<file path="src/rtl/mem_wb_stage.sv">
// mem_wb_stage -- MEM/WB pipeline register with retire counter and halt FSM.
//
// The W stage latches the instruction leaving MEM. It can be held (StallW)
// or bubbled (FlushW). Every valid non-halt instruction that loads bumps a
// saturating retire counter. A halt marker moves the block from RUN to DRAIN.
// DRAIN lasts DRAIN_CYCLES edges and then enters HALTED, which is sticky until
// reset. DumpReq pulses for the first HALTED cycle. While DRAIN or HALTED,
// incoming instructions are dropped as bubbles.
//
// Optional feature macro: SUBWORD_LOAD_EN.
//   defined   : LoadTypeM is registered and load data is byte/half extracted
//               from ReadDataW at ALUOutW[1:0], then sign/zero extended.
//   undefined : LoadTypeM is ignored and load data is ReadDataW unchanged.
module mem_wb_stage #(
  parameter int unsigned DRAIN_CYCLES = 4   // legal range 1..15
) (
  input  logic        CLK,
  input  logic        reset,
  input  logic        StallW,
  input  logic        FlushW,
  input  logic        RegWriteM,
  input  logic        MemtoRegM,
  input  logic        HaltM,
  input  logic [4:0]  WriteRegM,
  input  logic [31:0] ALUOutM,
  input  logic [31:0] ReadDataM,
  input  logic [1:0]  LoadTypeM,
  output logic        RegWriteW,
  output logic [4:0]  WriteRegW,
  output logic [31:0] ResultW,
  output logic        ValidW,
  output logic [31:0] RetiredCount,
  output logic        Halted,
  output logic        DumpReq
);

  typedef enum logic [1:0] {
    S_RUN    = 2'd0,
    S_DRAIN  = 2'd1,
    S_HALTED = 2'd2
  } state_t;

  // Drain counter holds 0..DRAIN_CYCLES-1. The last value triggers HALTED.
  localparam logic [3:0] DRAIN_LAST = 4'(DRAIN_CYCLES - 1);

  state_t      state_q;
  logic [3:0]  drain_cnt_q;
  logic        dump_q;

  logic        valid_q;
  logic        regwrite_q;
  logic        memtoreg_q;
  logic [4:0]  writereg_q;
  logic [31:0] aluout_q;
  logic [31:0] readdata_q;
  logic [31:0] retired_q;
  logic [31:0] retired_d;
  logic [31:0] load_data;

  // An edge "loads" only in RUN with neither flush nor stall. The FSM and the
  // counter both key off this, so a stalled or flushed halt marker is inert.
  logic load_en;
  logic bubble_en;

  assign load_en   = (state_q == S_RUN) && !FlushW && !StallW;
  assign bubble_en = FlushW || (state_q != S_RUN);

  // W-stage pipeline registers: reset > flush > not-RUN bubble > stall > load.
  always_ff @(posedge CLK) begin
    if (reset || bubble_en) begin
      valid_q    <= 1'b0;
      regwrite_q <= 1'b0;
      memtoreg_q <= 1'b0;
      writereg_q <= 5'd0;
      aluout_q   <= 32'd0;
      readdata_q <= 32'd0;
    end else if (!StallW) begin
      // The halt marker still occupies W as a valid slot. It never writes
      // the register file.
      valid_q    <= 1'b1;
      regwrite_q <= RegWriteM && !HaltM;
      memtoreg_q <= MemtoRegM;
      writereg_q <= WriteRegM;
      aluout_q   <= ALUOutM;
      readdata_q <= ReadDataM;
    end
  end

  // Saturating retire count, next-state.
  always_comb begin
    retired_d = retired_q;
    if (load_en && !HaltM && (retired_q != 32'hFFFF_FFFF))
      retired_d = retired_q + 32'd1;
  end

  // Retire counter register.
  always_ff @(posedge CLK) begin
    if (reset) retired_q <= 32'd0;
    else       retired_q <= retired_d;
  end

  // Halt FSM: RUN -> DRAIN on halt load, DRAIN -> HALTED after the drain window.
  always_ff @(posedge CLK) begin
    if (reset) begin
      state_q     <= S_RUN;
      drain_cnt_q <= 4'd0;
      dump_q      <= 1'b0;
    end else begin
      dump_q <= 1'b0;
      unique case (state_q)
        S_RUN: begin
          drain_cnt_q <= 4'd0;
          if (load_en && HaltM) state_q <= S_DRAIN;
        end
        S_DRAIN: begin
          if (drain_cnt_q == DRAIN_LAST) begin
            state_q <= S_HALTED;
            dump_q  <= 1'b1;
          end else begin
            drain_cnt_q <= drain_cnt_q + 4'd1;
          end
        end
        S_HALTED: state_q <= S_HALTED;
        default: begin
          state_q     <= S_RUN;
          drain_cnt_q <= 4'd0;
        end
      endcase
    end
  end

`ifdef SUBWORD_LOAD_EN
  logic [1:0]  loadtype_q;
  logic [7:0]  ld_byte;
  logic [15:0] ld_half;

  // Load type follows the same hold/bubble rules as the other W fields.
  always_ff @(posedge CLK) begin
    if (reset || bubble_en) loadtype_q <= 2'b00;
    else if (!StallW)       loadtype_q <= LoadTypeM;
  end

  // Select the addressed byte and half, then extend according to load type.
  always_comb begin
    ld_byte = readdata_q[7:0];
    unique case (aluout_q[1:0])
      2'd0: ld_byte = readdata_q[7:0];
      2'd1: ld_byte = readdata_q[15:8];
      2'd2: ld_byte = readdata_q[23:16];
      2'd3: ld_byte = readdata_q[31:24];
      default: ld_byte = readdata_q[7:0];
    endcase
    ld_half = aluout_q[1] ? readdata_q[31:16] : readdata_q[15:0];
    unique case (loadtype_q)
      2'b00: load_data = readdata_q;
      2'b01: load_data = {{24{ld_byte[7]}}, ld_byte};
      2'b10: load_data = {{16{ld_half[15]}}, ld_half};
      2'b11: load_data = {24'd0, ld_byte};
      default: load_data = readdata_q;
    endcase
  end
`else
  // Word-only loads: the load type is not used in this build.
  logic unused_loadtype;
  assign unused_loadtype = ^LoadTypeM;
  assign load_data       = readdata_q;
`endif

  assign RegWriteW    = regwrite_q && valid_q;
  assign WriteRegW    = writereg_q;
  assign ResultW      = memtoreg_q ? load_data : aluout_q;
  assign ValidW       = valid_q;
  assign RetiredCount = retired_q;
  assign Halted       = (state_q == S_HALTED);
  assign DumpReq      = dump_q;

endmodule

</file>
<file path="config.mk">
export PLATFORM = sky130hd
export DESIGN_NAME = mem_wb_stage
export DESIGN_NICKNAME = d
export VERILOG_FILES = /design/src/rtl/mem_wb_stage.sv
export SDC_FILE = /design/constraint.sdc
export NUM_CORES = 1
export LEC_CHECK = 0
export BUFFER_PORTS_ARGS = -buffer_cell sky130_fd_sc_hd__buf_4
export CAP_MARGIN = 5
export CORE_ASPECT_RATIO = 0.75
export CORE_MARGIN = 5
export CORE_UTILIZATION = 55
export CTS_CLUSTER_SIZE = 24
export DETAILED_ROUTE_END_ITERATION = 16
export PLACE_DENSITY = 0.81
export SLEW_MARGIN = 20
export SYNTH_ARGS = -nofsm -noshare
export SYNTH_HDL_FRONTEND = slang
export SYNTH_SLANG_ARGS = --single-unit
</file>
<file path="constraint.sdc">
create_clock -name CLK -period 6.5 [get_ports CLK]
set_input_delay 0.325 -clock CLK [delete_from_list [all_inputs] [get_ports CLK]]
set_output_delay 0.325 -clock CLK [all_outputs]
set_load 0.03 [all_outputs]
</file>
Yosys cells after proc, flatten, opt, wreduce, memory -nomap -nowiden

Cells that the tools add are included.

Register bits: 111

Add/sub/neg operators: 2
Eq/ne operators: 7
Multiplexer cells: 7
Bitwise operators: 2
Reductions and logical operators: 17

Operator list:

| cell                    | number |
|---|---|
| $add A32 B1 Y32 const B | 1 |
| $mux W32                | 1 |
| $ne A32 B32 Y1 const B  | 1 |
| $pmux W4 S2             | 1 |
| $logic_and A1 B1 Y1     | 7 |
| $pmux W2 S3             | 1 |
| $add A4 B1 Y4 const B   | 1 |
| $eq A4 B2 Y1 const B    | 1 |
| $mux W2                 | 2 |
| $mux W4                 | 1 |
| $ne A2 B2 Y1 const B    | 2 |
| $reduce_and A2 Y1       | 2 |
| $logic_not A1 Y1        | 3 |
| $eq A2 B1 Y1 const B    | 1 |
| $eq A2 B2 Y1 const B    | 1 |
| $logic_not A2 Y1        | 1 |
| $logic_or A1 B1 Y1      | 2 |
| $ne A2 B1 Y1 const B    | 1 |
| $not A1 Y1              | 2 |
| $reduce_bool A2 Y1      | 1 |
| $reduce_or A2 Y1        | 1 |
| $mux W1                 | 1 |

Logic depth before layout (Yosys ltp)

Word-level depth: 6
Gate-level depth with buffers: 7
Depth with buffers taken out: 7

Least setup slack after synthesis

No wires, ideal clock.

Kind: register to register
From: register state_q[0]
To: register retired_q[29] (netlist: RetiredCount[29])
Library setup time: 121 ps
Arrival: 2169 ps
Required time: 6379 ps
Path slack: 4211 ps
Cell stages (with the launch flop): 8
Path through: dfxtp_1 inv_1 ha_1 or4b_1 or4_4 a21oi_2 nand4_1 mux2_2

Word-level cells in the longest chain between the ends: 5

RTL lines:

| what                              | line | source |
|---|---|---|
| from (decl)                       | 46   | `state_t state_q;` |
| from (signal assigned)            | 105  | `state_q <= S_RUN;` |
| from (signal assigned)            | 113  | `if (load_en && HaltM) state_q <= S_DRAIN;` |
| from (signal assigned)            | 117  | `state_q <= S_HALTED;` |
| $logic_not A2 Y1                  | 65   | `assign load_en = (state_q == S_RUN) && !FlushW && !StallW;` |
| $logic_and A1 B1 Y1 (2 in series) | 65   |  |
| $logic_and A1 B1 Y1 (2 in series) | 92   | `if (load_en && !HaltM && (retired_q != 32'hFFFF_FFFF))` |
| to (signal assigned)              | 99   | `else retired_q <= retired_d;` |
| to (decl)                         | 56   | `logic [31:0] retired_q;` |

Every way passes these cells.
A chain may end at the register's enable or synchronous reset.

Final worst setup path

From: register state_q[0]
To: register retired_q[22] (netlist: RetiredCount[22])

The elaborated chain is that of the path after synthesis.

==> summary.md <==
| Metric | Value |
|---|---|
| Peak supply drop | 0.176 mV |
| Critical-path top delay cell | a211oi_1 |
| Area grow syn2layout | 30.6% |
| First-pass GRT wire length | 19600 um |
| Main area contributors after synthesis | dfxtp_1 (45%), mux2i_1 (15%), mux2_2 (8.9%) |
| Power per cell area | 227 nW/um2 |
| Routed Antenna Nets | 0 |
| Slew @ Worst Pin | 0.864 ns |
| Crit path time final | 2.60 ns |
| Number of diodes | 0 |
| RR Startpoint | state_q[0] |
| Non-Filler Instances | 767 |
| Final Util | 72.4% |
| Post-synthesis sequential area ratio | 44.9% |
| EDFF count, synth | 0 |
| Critical Path RT | 6.74 ns |
| IO Pins | 151 |
| Crit Path Max Fanout | 7 |
| Leak Pwr | 2.88 nW |
| Synth top cells by count | dfxtp_1 (111), nor2_1 (111), mux2i_1 (72), mux2_2 (39), clkbuf_1 (26) |
| Drt initial violations | 294 |
| DPL Wire Length | 8640 um |
| Row cnt | 30 |
| Seq pwr share | 48.2% |
| Max Cap Viol | 0 |
| Hold buffers post-CTS | 0 |
| Reg2reg path depth | 7 |
| CP Cell Sequence | inv_1 > ha_1 > nor4b_4 > nand4_1 > a211oi_1 > nand4_1 > mux2_2 |
| Main synth FF type | dfxtp_1 |
| Post-Route WL | 12000 um |
| Crit start category | register |
| Arrival time at the worst endpoint | 2.84 ns |
| Clock buffer count from CTS | 9 |
| TritonRoute pass-1 iters | 7 |
| Final hold violation count | 0 |
| Max Slew Vio Count | 0 |
| Largest net degree at the start of global routing | 74 |
| Total gr overflow | 0 |
| Setup TNS | 0 ns |
| Flops & latches, synth | 111 |
| Layout cell share with drive strength beyond 1 | 33.0% |
| Setup bufs post-CTS | 0 |
| Comb pwr share | 10.7% |
| Mapped Cells | 516 |
| CTS Sinks | 111 |
| Clock Skews | 0.00624 ns |
| Filler cell count in the final layout | 678 |
| Vias in the first global route | 4128 |
| Via count | 4192 |
| Avg WL per Cell | 15.6 um |
| Worst path max stage delay | 0.60 ns |
| Sw frac | 23.3% |
| Internal power | 1.12 mW |
| Total power | 1.47 mW |
| Fin crit share | 40.1% |
| Dominant cell type by area after synthesis | dfxtp_1 |
| Hold Startpoint | ReadDataM[5] |
| Placed Instances | 751 |
| Rel. slew slack | 42.4% |
| Initial antenna violation count | 0 |
| # port buffers | 148 |
| Initial Util | 55.4% |
| Netlist cell types | 43 |
| Achievable Freq | 0.384 GHz |
| Hold EP | load_data[5] |
| Net Sw Power | 0.342 mW |
| CTS tree | yes |
| Overall Global Routing Usage | 21.8% |
| DRC | 0 |
| RSZ-0062 raised after global routing | no |
| H-tree Lvls | 3 |
| Synth top area share | 44.9% |
| Global placement routability congestion | 0.825 |
| Post-cts resize count | 0 |
| Die area | 11000 um2 |
| Finish-stage setup viols | 0 |
| Core box area | 8930 um2 |
| Critical path launch point | state_q[0] |
| Status | completed |
| Max Root-Sink Buffers | 2 |
| Synthesized area per cell | 9.60 um2 |
| Die Width | 120 um |
| CP Capture Type | register |
| Worst reg2reg endpoint | RetiredCount[22] |
| Worst-skew pair later-pin latency | 0.35 ns |
| Hold Path Class | input port to register |
| Top cell by count, worst path | nand4_1 |
| FF-to-FF setup slack | 3.90 ns |
| Worst Hold Depth | 3 |
| Root buffer cell | clkbuf_16 |
| Syn Std Cell Area | 4950 um2 |
| Async SR Flop Fraction | 0% |
| Clock power share | 41.1% |
| Yosys Warn Count | 0 |
| Crit Path Class | register to register |
| Nets@finish | 733 |
| CTS clk-pin slew, worst paths | 0.07 ns |
| Syn nets | 599 |
| Die outline height | 92.2 um |
| Vias per Instance | 5.47 |
==> cell type report <==
type | count | area, um2 | share of cell area (%)
sequential | 111 | 2220 | 34.4
timing repair buffer | 152 | 1140 | 17.7
clock buffer | 10 | 239 | 3.69
multi-input combinational | 369 | 2610 | 40.3
tap | 112 | 140 | 2.17
clock inverter | 6 | 91.3 | 1.41
inverter | 7 | 26.3 | 0.406
==> how the worst max path moves through the flow <==
| stage | cells after the start | endpoint | slack (ns) |
|---|---|---|---|
| 2_1_floorplan | 7 | RetiredCount[29] | 4.21 |
| 3_5_place_dp | 6 | RetiredCount[25] | 3.78 |
| 3_3_place_gp | 6 | RetiredCount[3] | 3.89 |
| 5_1_grt | 7 | RetiredCount[22] | 3.68 |
| 6_report | 7 | RetiredCount[22] | 3.90 |
| 4_1_cts | 6 | RetiredCount[25] | 3.76 |
==> stage by stage <==
step | instance area, um2 | setup WS [ns] | hold slack, ns
finish | 6470 | 3.90 | 0.199
global route | 6470 | 3.68 | 0.197
CTS | 6460 | 3.76 | 0.192
detailed placement | 6130 | 3.78 | 0.471
global placement | 6130 | 3.89 | 0.462
floorplan | 4950 | 4.21 | 0.458
==> worst max-delay path: cells and delay by family (launching register included) <==
family	cells	cell delay [ns]
multiplexers	1	0.30
flip-flops	1	0.32
adder cells (fa/ha/maj)	1	0.23
AND/OR/NAND/NOR	3	0.95
buffers and inverters	1	0.10
AO/OA/AOI/OAI	1	0.60
==> kinds of logic after synthesis <==
| group | share of synthesized area, % |
|---|---|
| AO/OA/AOI/OAI | 5.56 |
| XOR/XNOR | 3.01 |
| adder cells (fa/ha/maj) | 1.26 |
| buffers and inverters | 2.73 |
| flip-flops | 44.9 |
| multiplexers | 23.4 |
| AND/OR/NAND/NOR | 19.2 |
==> power groups by stage <==
stage          Combinational (mW)  Sequential (mW)  Clock, mW
2_1_floorplan              0.0913            0.723          0
3_3_place_gp                0.153            0.722          0
3_5_place_dp                0.157            0.723          0
4_1_cts                     0.158            0.708      0.613
5_1_grt                     0.169            0.710      0.640
6_report                    0.156            0.707      0.603
==> state kept, by name, indices dropped and copies added (netlist names) <==
signal        cells
regwrite_q        1
DumpReq           1
RetiredCount     32
drain_cnt_q       4
aluout_q         32
memtoreg_q        1
load_data        32
WriteRegW         5
state_q           2
ValidW            1
==> placed cells by master, fill, tap and decap left out, drive strengths merged, types with 8 or more instances in the layout <==
cell type / n
nand4: 13
clkbuf: 10
buf: 152
nor2: 111
inv: 8
mux2i: 72
nand3: 12
dfxtp: 111
mux2: 39
nand2: 14
a21oi: 11
nor2b: 9
xnor2: 17
==> layer usage <==
| metal | routed length (um) | vias to the layer above | GRT usage (%) |
|---|---|---|---|
| li1 | - | 2068 | - |
| met1 | 5000 | 1935 | 26.4 |
| met2 | 5550 | 164 | 34.5 |
| met3 | 1250 | 25 | 9.49 |
| met4 | 196 | 0 | 7.53 |
| met5 | 0 | - | 0 |
No activity file was read; power rests on OpenSTA's default activity.
